--- src/rtl/aes_ctrl_if.sv ---
// Frame, AES-core and read-back signals shared by the I2C slave, the AES
// sequencer and the AES-128 core. clk and reset stay plain ports.
interface aes_ctrl_if;
    logic [263:0] frame_in;
    logic         frame_valid;
    logic [127:0] aes_key;
    logic [127:0] aes_din;
    logic         aes_mode;
    logic         aes_start;
    logic         aes_done;
    logic [127:0] aes_dout;
    logic [127:0] result;
    logic         result_valid;
    logic         result_ack;
    logic [7:0]   status;

    modport slave (
        input  frame_in, frame_valid, aes_done, aes_dout, result_ack,
        output aes_key, aes_din, aes_mode, aes_start, result, result_valid, status
    );

    modport master (
        output frame_in, frame_valid, aes_done, aes_dout, result_ack,
        input  aes_key, aes_din, aes_mode, aes_start, result, result_valid, status
    );
endinterface

--- src/rtl/aes_ctrl.sv ---
// Sequencer between the I2C frame receiver and the AES-128 core: decodes the
// command byte, launches one core operation with a timeout, holds the result.
module aes_ctrl #(
    parameter int TIMEOUT = 64
) (
    input  logic       clk,
    input  logic       reset,
    aes_ctrl_if.slave  bus
);

    localparam int              CW       = $clog2(TIMEOUT);
    localparam logic [CW-1:0]   CNT_LAST = CW'(TIMEOUT - 1);

    typedef enum logic [1:0] {
        S_IDLE  = 2'd0,
        S_START = 2'd1,
        S_WAIT  = 2'd2,
        S_HOLD  = 2'd3
    } state_t;

    state_t        state_r, state_s;
    logic [CW-1:0] cnt_r, cnt_s;
    logic          key_loaded_r, key_loaded_s;
    logic [127:0]  key_r, key_s;
    logic [127:0]  din_r, din_s;
    logic          mode_r, mode_s;
    logic          start_r, start_s;
    logic [127:0]  result_r, result_s;
    logic          rv_r, rv_s;
    logic          overrun_r, overrun_s;
    logic          timeout_r, timeout_s;
    logic          nokey_r, nokey_s;
    logic          badcmd_r, badcmd_s;
    logic [7:0]    status_r, status_s;
    logic          busy_s;

    logic [127:0]  frame_key_s;
    logic [127:0]  frame_blk_s;
    logic [7:0]    frame_cmd_s;

    assign frame_key_s = bus.frame_in[263:136];
    assign frame_blk_s = bus.frame_in[135:8];
    assign frame_cmd_s = bus.frame_in[7:0];

    // Next-state and next-output decode for the sequencer.
    always_comb begin
        state_s      = state_r;
        cnt_s        = cnt_r;
        key_loaded_s = key_loaded_r;
        key_s        = key_r;
        din_s        = din_r;
        mode_s       = mode_r;
        start_s      = 1'b0;
        result_s     = result_r;
        rv_s         = rv_r;
        overrun_s    = overrun_r;
        timeout_s    = timeout_r;
        nokey_s      = nokey_r;
        badcmd_s     = badcmd_r;

        case (state_r)
            S_IDLE, S_HOLD: begin
                if (bus.frame_valid) begin
                    // A new frame wins over a coincident ack and drops any unread result.
                    overrun_s = 1'b0;
                    timeout_s = 1'b0;
                    nokey_s   = 1'b0;
                    badcmd_s  = 1'b0;
                    rv_s      = 1'b0;
                    if (frame_cmd_s[7:2] != 6'd0) begin
                        badcmd_s = 1'b1;
                        state_s  = S_IDLE;
                    end else if (!frame_cmd_s[1] && !key_loaded_r) begin
                        nokey_s = 1'b1;
                        state_s = S_IDLE;
                    end else begin
                        if (frame_cmd_s[1]) begin
                            key_s        = frame_key_s;
                            key_loaded_s = 1'b1;
                        end else begin
                            key_s = key_r;
                        end
                        din_s   = frame_blk_s;
                        mode_s  = frame_cmd_s[0];
                        start_s = 1'b1;
                        cnt_s   = {CW{1'b0}};
                        state_s = S_START;
                    end
                end else if ((state_r == S_HOLD) && bus.result_ack) begin
                    rv_s    = 1'b0;
                    state_s = S_IDLE;
                end else begin
                    state_s = state_r;
                end
            end
            S_START: begin
                cnt_s   = {CW{1'b0}};
                state_s = S_WAIT;
                if (bus.frame_valid) begin
                    overrun_s = 1'b1;
                end else begin
                    overrun_s = overrun_r;
                end
            end
            S_WAIT: begin
                if (bus.frame_valid) begin
                    overrun_s = 1'b1;
                end else begin
                    overrun_s = overrun_r;
                end
                if (bus.aes_done) begin
                    result_s = bus.aes_dout;
                    rv_s     = 1'b1;
                    state_s  = S_HOLD;
                end else if (cnt_r == CNT_LAST) begin
                    timeout_s = 1'b1;
                    state_s   = S_IDLE;
                end else begin
                    cnt_s = cnt_r + {{(CW-1){1'b0}}, 1'b1};
                end
            end
            default: begin
                state_s = S_IDLE;
            end
        endcase

        busy_s   = (state_s == S_START) || (state_s == S_WAIT);
        status_s = {busy_s, rv_s, 2'b00, overrun_s, timeout_s, nokey_s, badcmd_s};
    end

    // State and output registers; status is registered from next-cycle values.
    always_ff @(posedge clk or negedge reset) begin
        if (!reset) begin
            state_r      <= S_IDLE;
            cnt_r        <= {CW{1'b0}};
            key_loaded_r <= 1'b0;
            key_r        <= 128'd0;
            din_r        <= 128'd0;
            mode_r       <= 1'b0;
            start_r      <= 1'b0;
            result_r     <= 128'd0;
            rv_r         <= 1'b0;
            overrun_r    <= 1'b0;
            timeout_r    <= 1'b0;
            nokey_r      <= 1'b0;
            badcmd_r     <= 1'b0;
            status_r     <= 8'd0;
        end else begin
            state_r      <= state_s;
            cnt_r        <= cnt_s;
            key_loaded_r <= key_loaded_s;
            key_r        <= key_s;
            din_r        <= din_s;
            mode_r       <= mode_s;
            start_r      <= start_s;
            result_r     <= result_s;
            rv_r         <= rv_s;
            overrun_r    <= overrun_s;
            timeout_r    <= timeout_s;
            nokey_r      <= nokey_s;
            badcmd_r     <= badcmd_s;
            status_r     <= status_s;
        end
    end

    assign bus.aes_key      = key_r;
    assign bus.aes_din      = din_r;
    assign bus.aes_mode     = mode_r;
    assign bus.aes_start    = start_r;
    assign bus.result       = result_r;
    assign bus.result_valid = rv_r;
    assign bus.status       = status_r;

endmodule

--- src/flat_wrapper.sv ---
// flat-port wrapper written by rule: the top's interface ports become plain ports
module aes_ctrl_flat 
#(
    parameter int TIMEOUT = 64
)
  (clk, reset, bus_frame_in, bus_frame_valid, bus_aes_done, bus_aes_dout, bus_result_ack, bus_aes_key, bus_aes_din, bus_aes_mode, bus_aes_start, bus_result, bus_result_valid, bus_status);
  aes_ctrl_if bus_i ();
  input  logic clk;
  input  logic reset;
  input wire logic [$bits(bus_i.frame_in)-1:0] bus_frame_in;
  input wire logic [$bits(bus_i.frame_valid)-1:0] bus_frame_valid;
  input wire logic [$bits(bus_i.aes_done)-1:0] bus_aes_done;
  input wire logic [$bits(bus_i.aes_dout)-1:0] bus_aes_dout;
  input wire logic [$bits(bus_i.result_ack)-1:0] bus_result_ack;
  output wire logic [$bits(bus_i.aes_key)-1:0] bus_aes_key;
  output wire logic [$bits(bus_i.aes_din)-1:0] bus_aes_din;
  output wire logic [$bits(bus_i.aes_mode)-1:0] bus_aes_mode;
  output wire logic [$bits(bus_i.aes_start)-1:0] bus_aes_start;
  output wire logic [$bits(bus_i.result)-1:0] bus_result;
  output wire logic [$bits(bus_i.result_valid)-1:0] bus_result_valid;
  output wire logic [$bits(bus_i.status)-1:0] bus_status;
  assign bus_i.frame_in = bus_frame_in;
  assign bus_i.frame_valid = bus_frame_valid;
  assign bus_i.aes_done = bus_aes_done;
  assign bus_i.aes_dout = bus_aes_dout;
  assign bus_i.result_ack = bus_result_ack;
  assign bus_aes_key = bus_i.aes_key;
  assign bus_aes_din = bus_i.aes_din;
  assign bus_aes_mode = bus_i.aes_mode;
  assign bus_aes_start = bus_i.aes_start;
  assign bus_result = bus_i.result;
  assign bus_result_valid = bus_i.result_valid;
  assign bus_status = bus_i.status;
  aes_ctrl #(.TIMEOUT(TIMEOUT)) u_core (.clk(clk), .reset(reset), .bus(bus_i));
endmodule
--- config.mk ---
export PLATFORM = sky130hd
export DESIGN_NAME = aes_ctrl_flat
export DESIGN_NICKNAME = d
export VERILOG_FILES = /design/src/rtl/aes_ctrl_if.sv /design/src/rtl/aes_ctrl.sv /design/src/flat_wrapper.sv
export SDC_FILE = /design/constraint.sdc
export NUM_CORES = 1
export LEC_CHECK = 0
export CORE_AREA = 2 2 307 309
export CTS_BUF_LIST = sky130_fd_sc_hd__clkbuf_16
export DETAILED_ROUTE_END_ITERATION = 8
export DIE_AREA = 0 0 309 311
export SLEW_MARGIN = 10
export SYNTH_ARGS = -nofsm -noshare
export SYNTH_HDL_FRONTEND = slang
export SYNTH_SLANG_ARGS = --single-unit
--- constraint.sdc ---
create_clock -name clk -period 2.7 [get_ports clk]
set_input_delay 0.54 -clock clk [delete_from_list [all_inputs] [get_ports clk]]
set_output_delay 0.54 -clock clk [all_outputs]
set_load 0.01 [all_outputs]
Word level (Yosys, flattened, before mapping)
Index checks and enable logic that the tools add are counted.
- bits in registers: 406
- bits of input ports: 397
- output and inout bits: 395
- word-level logic and storage cells: 76
- $add $sub $neg: 1
- equality and inequality tests: 11
- muxes and demuxes: 35
- bitwise logic cells: 2
- reduce and logical (&&, ||, !) cells: 13
- operators by type and width (kind ; count):
    2-to-1 mux 6 bit ; 5
    2-to-1 mux 1 bit ; 20
    case mux 6 bit (3 select lines) ; 1
    2-to-1 mux 2 bit ; 5
    != test 2 bit, second input constant ; 5
    AND reduction 5 bit ; 2
    adder 6 x 1 -> 6 bit, second input constant ; 1
    equality test 2 bit, second input constant ; 3
    equality test 6 bit, second input constant ; 1
    case mux 1 bit (2 select lines) ; 3
    case mux 2 bit (3 select lines) ; 1
    nonzero test 6 bit ; 1
    equality test 2 x 1 -> 1 bit, second input constant ; 2
    AND reduction 4 bit ; 1
    OR reduction 2 bit ; 2
    logical AND 1 bit ; 2
    zero test 1 bit ; 2
    zero test 2 bit ; 1
    NOT 1 bit ; 2
    AND reduction 2 bit ; 1
    logical OR 1 bit ; 1

Depth between registers and ports, before layout
- word-level depth: 8
- gate-level depth with buffers: 9
- mapped depth without buffers: 6

Least setup slack after synthesis
No wires, ideal clock.
- kind: register to register
- start: register u_core.state_r[0]
- end: register u_core.din_r[100], in the netlist u_core.bus.aes_din[100]
- library setup time: 128 ps
- arrival time: 2179 ps
- required time: 2572 ps
- slack: 393 ps
- stages on the path, launching flop included: 9
- buffers on the path: 3
- period minus slack after synthesis: 2307 ps
- path through: dfrtp_1 -> inv_1 -> ha_1 -> clkbuf_1 -> nand2_1 -> nor4_4 -> buf_4 -> buf_4 -> mux2_1
- longest elaborated chain between the ends: 3
- elaborated cells on any way between the ends: 4
- those cells by class: 1 x eq/ne; 3 x reduce/logical
- RTL lines (element ; RTL line ; source):
    from (decl) ; aes_ctrl.sv:21 ; state_t state_r, state_s;
    from (signal assigned) ; aes_ctrl.sv:149 ; state_r <= state_s;
    equality test 2 bit / zero test 2 bit (equally long branches) ; aes_ctrl.sv:61 ; case (state_r)
    OR reduction 2 bit (*) ; aes_ctrl.sv:61 ;
    AND reduction 4 bit (no line) (*) ; n/a ;
    to (signal assigned) ; aes_ctrl.sv:153 ; din_r <= din_s;
    to (decl) ; aes_ctrl.sv:25 ; logic [127:0] din_r, din_s;
Every way passes the cells marked *; elsewhere a longest branch is shown, timed or not.
A chain may end at the register's enable or synchronous reset.

Worst setup path in the final report
Ends and elaborated chain as after synthesis.

==> summary.txt <==
Setup TNS Final: 0 ns
Status: completed
Final std cell area, no fill: 0.0265 sq mm
Routed wire length: 55.1 mm
Setup crit end kind: register
Total chip power: 0.0147 W
Area after DPL: 0.0250 sq mm
Gpl congestion: 0.815
Top Ports: 792
# H-tree levels: 2
Filler cells: 9431
# setup viols final: 0
Initial antenna violation count: 4
Vias: 11.0k
Syn Area/Cell: 16.5 sq um
Dominant synthesized flop cell: dfrtp_1
WP data arrival: 2.81 ns
Max clock buf depth: 3
Total placed cells including tap cells: 2966
Post-DR wirelength/cell: 18.1 um
Max-slew headroom: 58.0%
Hold Crit Class: register to register
Detail Route Antenna Nets: 0
Layout area overhead: 74.1%
Minimum clock period: 2.35 ns
Static Leak: 12.0 nW
Unrepaired setup endpoints after global routing: false
Initial drt markers: 288
Setup Slack @ Placement: -0.232 ns
Synth top cells by count: dfrtp_1 (401), mux2_2 (308), mux2_1 (78)
Largest net degree at the start of global routing: 68
Worst setup margin: 0.348 ns
Ys Warns: 0
# diodes: 0
CTS tree: built
Seq/Total Area, Yosys: 66.0%
Crit share post-route: 87.1%
Max-slew violations: 0
Max-Cap Viols: 0
Clk Latency, worst-skew pair: 0.59 ns
Fmax: 425 MHz
Sequential Area: 0.0100 sq mm
Post-synth top area share: 66.0%
Root Driver: clkbuf_16
CTS clk-pin slew, worst paths: 0.06 ns
Die Ht: 311 um
Layout Nets: 2164
Post-synth EDFFs: 0
Layout cells sized above 1: 24.4%
Count leader, synth: dfrtp_1
Final HPWL from detailed placement: 43.3 mm
Number of global-route vias before repair: 12.3k
First-pass GRT wire length: 80.6 mm
Yosys cell types: 40
Rows: 112
Synthesis-stage register bit count: 401
Post-Route Skew: 0.0180 ns
Post-layout instance count excluding filler cells: 3052
Worst setup SP type: register
WS Path Type: register to register
Hold Fails Final Rpt: 0
Worst EP required: 3.15 ns
Input/output buffers: 789
Worst slew pin tran: 0.630 ns
Die ar.: 0.0961 sq mm
Multi-input logic area: 0.00486 sq mm
R2R setup slack: 0.35 ns
Die Span X: 309 um
DRC: 0
Initial Utilization: 16.4%
Grt ovf: 0
Leading post-synthesis cells by cell area: dfrtp_1 (66%), mux2_2 (23%), mux2_1 (5.8%)
Post-Syn Instances: 924
Vias/cell: 3.62
Area of the mapped netlist: 0.0152 sq mm
Core footprint: 0.0928 sq mm
Clock sink count: 401
Pwr Density: 557 mW/mm^2
CTS buffer count: 47
Global router's overall resource usage: 11.1%
CP Max Fanout: 25
Cell accounting for the most synthesized area: dfrtp_1
Router iterations before antenna repair: 4
Synth async-reset ratio: 100%
Maximum VDD drop: 0.000390 V
==> layout make-up <==
cell class / count / area share, %
clock inverters: 36 / 1.05
clock buffers: 49 / 4.63
inverters: 8 / 0.113
multi-input cells: 462 / 18.4
flip-flops and latches: 401 / 37.9
well taps: 1254 / 5.93
repair buffers: 842 / 32.0
==> stage by stage <==
stage                     utilization [%]  hold WS, ns
after CTS                            28.5        0.482
final                                28.5        0.483
after global placement               26.9        0.465
after floorplan                         -        0.244
after global routing                 28.5        0.505
after detailed placement             26.9        0.475
==> power breakdown <==
part | total, W | switching, W | leakage, nW | internal [W]
registers | 0.00654 | 0.000205 | 5.50 | 0.00634
logic | 0.00195 | 0.000684 | 5.70 | 0.00127
clock network | 0.00624 | 0.00259 | 0.758 | 0.00365
total | 0.0147 | 0.00348 | 12.0 | 0.0113
==> state kept, by name, indices dropped and copies added, names as in the netlist <==
signal / flops
u_core.bus.aes_din: 128
u_core.bus.aes_key: 128
u_core.bus.aes_mode: 1
u_core.bus.aes_start: 1
u_core.bus.result: 128
u_core.bus.status: 6
u_core.cnt_r: 6
u_core.key_loaded_r: 1
u_core.state_r: 2
==> repair_timing <==
item | in CTS | in global routing
hold buffers | 1 | 0
endpoints found under the hold margin | 40 | 0
buffers inserted | 0 | 0
resized for setup | 0 | 0
==> logic make-up after synthesis <==
family / count (synthesis) / share of synthesized area [%]
flops: 401 / 66.0
mux: 386 / 28.6
buf+inv: 62 / 2.07
compound gates: 36 / 1.59
simple gates: 33 / 1.31
fa+ha+maj: 5 / 0.412
other cells: 1 / 0.0247
==> worst paths after layout <==
check,start,end,cells past startpoint
setup / recovery,u_core.state_r[0],u_core.bus.aes_din[100],7
hold / removal,u_core.bus.aes_din[97],u_core.bus.aes_din[97],1
setup reg to reg,u_core.state_r[0],u_core.bus.aes_din[100],7
hold reg to reg,u_core.bus.aes_din[97],u_core.bus.aes_din[97],1
max in group asynchronous,reset,u_core.bus.aes_key[38],3
min in group asynchronous,reset,u_core.bus.aes_key[51],2
==> per-layer routing <==
layer	vias to the layer above	share of wire [%]	GRT usage [%]
met5	-	0.018	0
met4	2	2.7	3.68
met3	78	8.0	3.49
met2	472	52	20.0
met1	5523	37	12.3
li1	4963	-	-
==> layout by cell type (no fill, tap or decap), types with 2 or more instances in the layout <==
cell | Yosys | final
dfrtp_1 | 401 | 401
a22o_1 | 2 | 2
o31ai_1 | 2 | 2
mux2_2 | 308 | 308
nor3_1 | 2 | 2
nor2_1 | 4 | 4
a211oi_1 | 2 | 2
nand3_1 | 3 | 3
ha_1 | 5 | 5
buf_4 | 16 | 39
a21oi_1 | 8 | 8
clkinv_1 | 0 | 8
nor4_1 | 2 | 2
clkinv_2 | 0 | 11
nand2_1 | 8 | 7
conb_1 | 1 | 2
or2_2 | 2 | 2
nand2b_1 | 2 | 2
nand4_1 | 4 | 4
inv_1 | 8 | 15
clkdlybuf4s50_1 | 0 | 788
buf_12 | 0 | 13
mux2_1 | 78 | 78
bufinv_16 | 0 | 4
a2bb2oi_1 | 2 | 2
o211ai_1 | 2 | 2
clkinvlp_4 | 0 | 5
clkbuf_16 | 0 | 49
o21ai_0 | 9 | 9
==> worst max-delay path, cell delays in order, from the launching register on <==
cell	delay (ns)
dfrtp_1	0.44
inv_1	0.11
ha_1	0.32
nand2_1	0.18
nor4_4	0.31
buf_12	0.26
buf_12	0.21
mux2_1	0.36
Note: power is estimated with default switching activity, not from simulation.
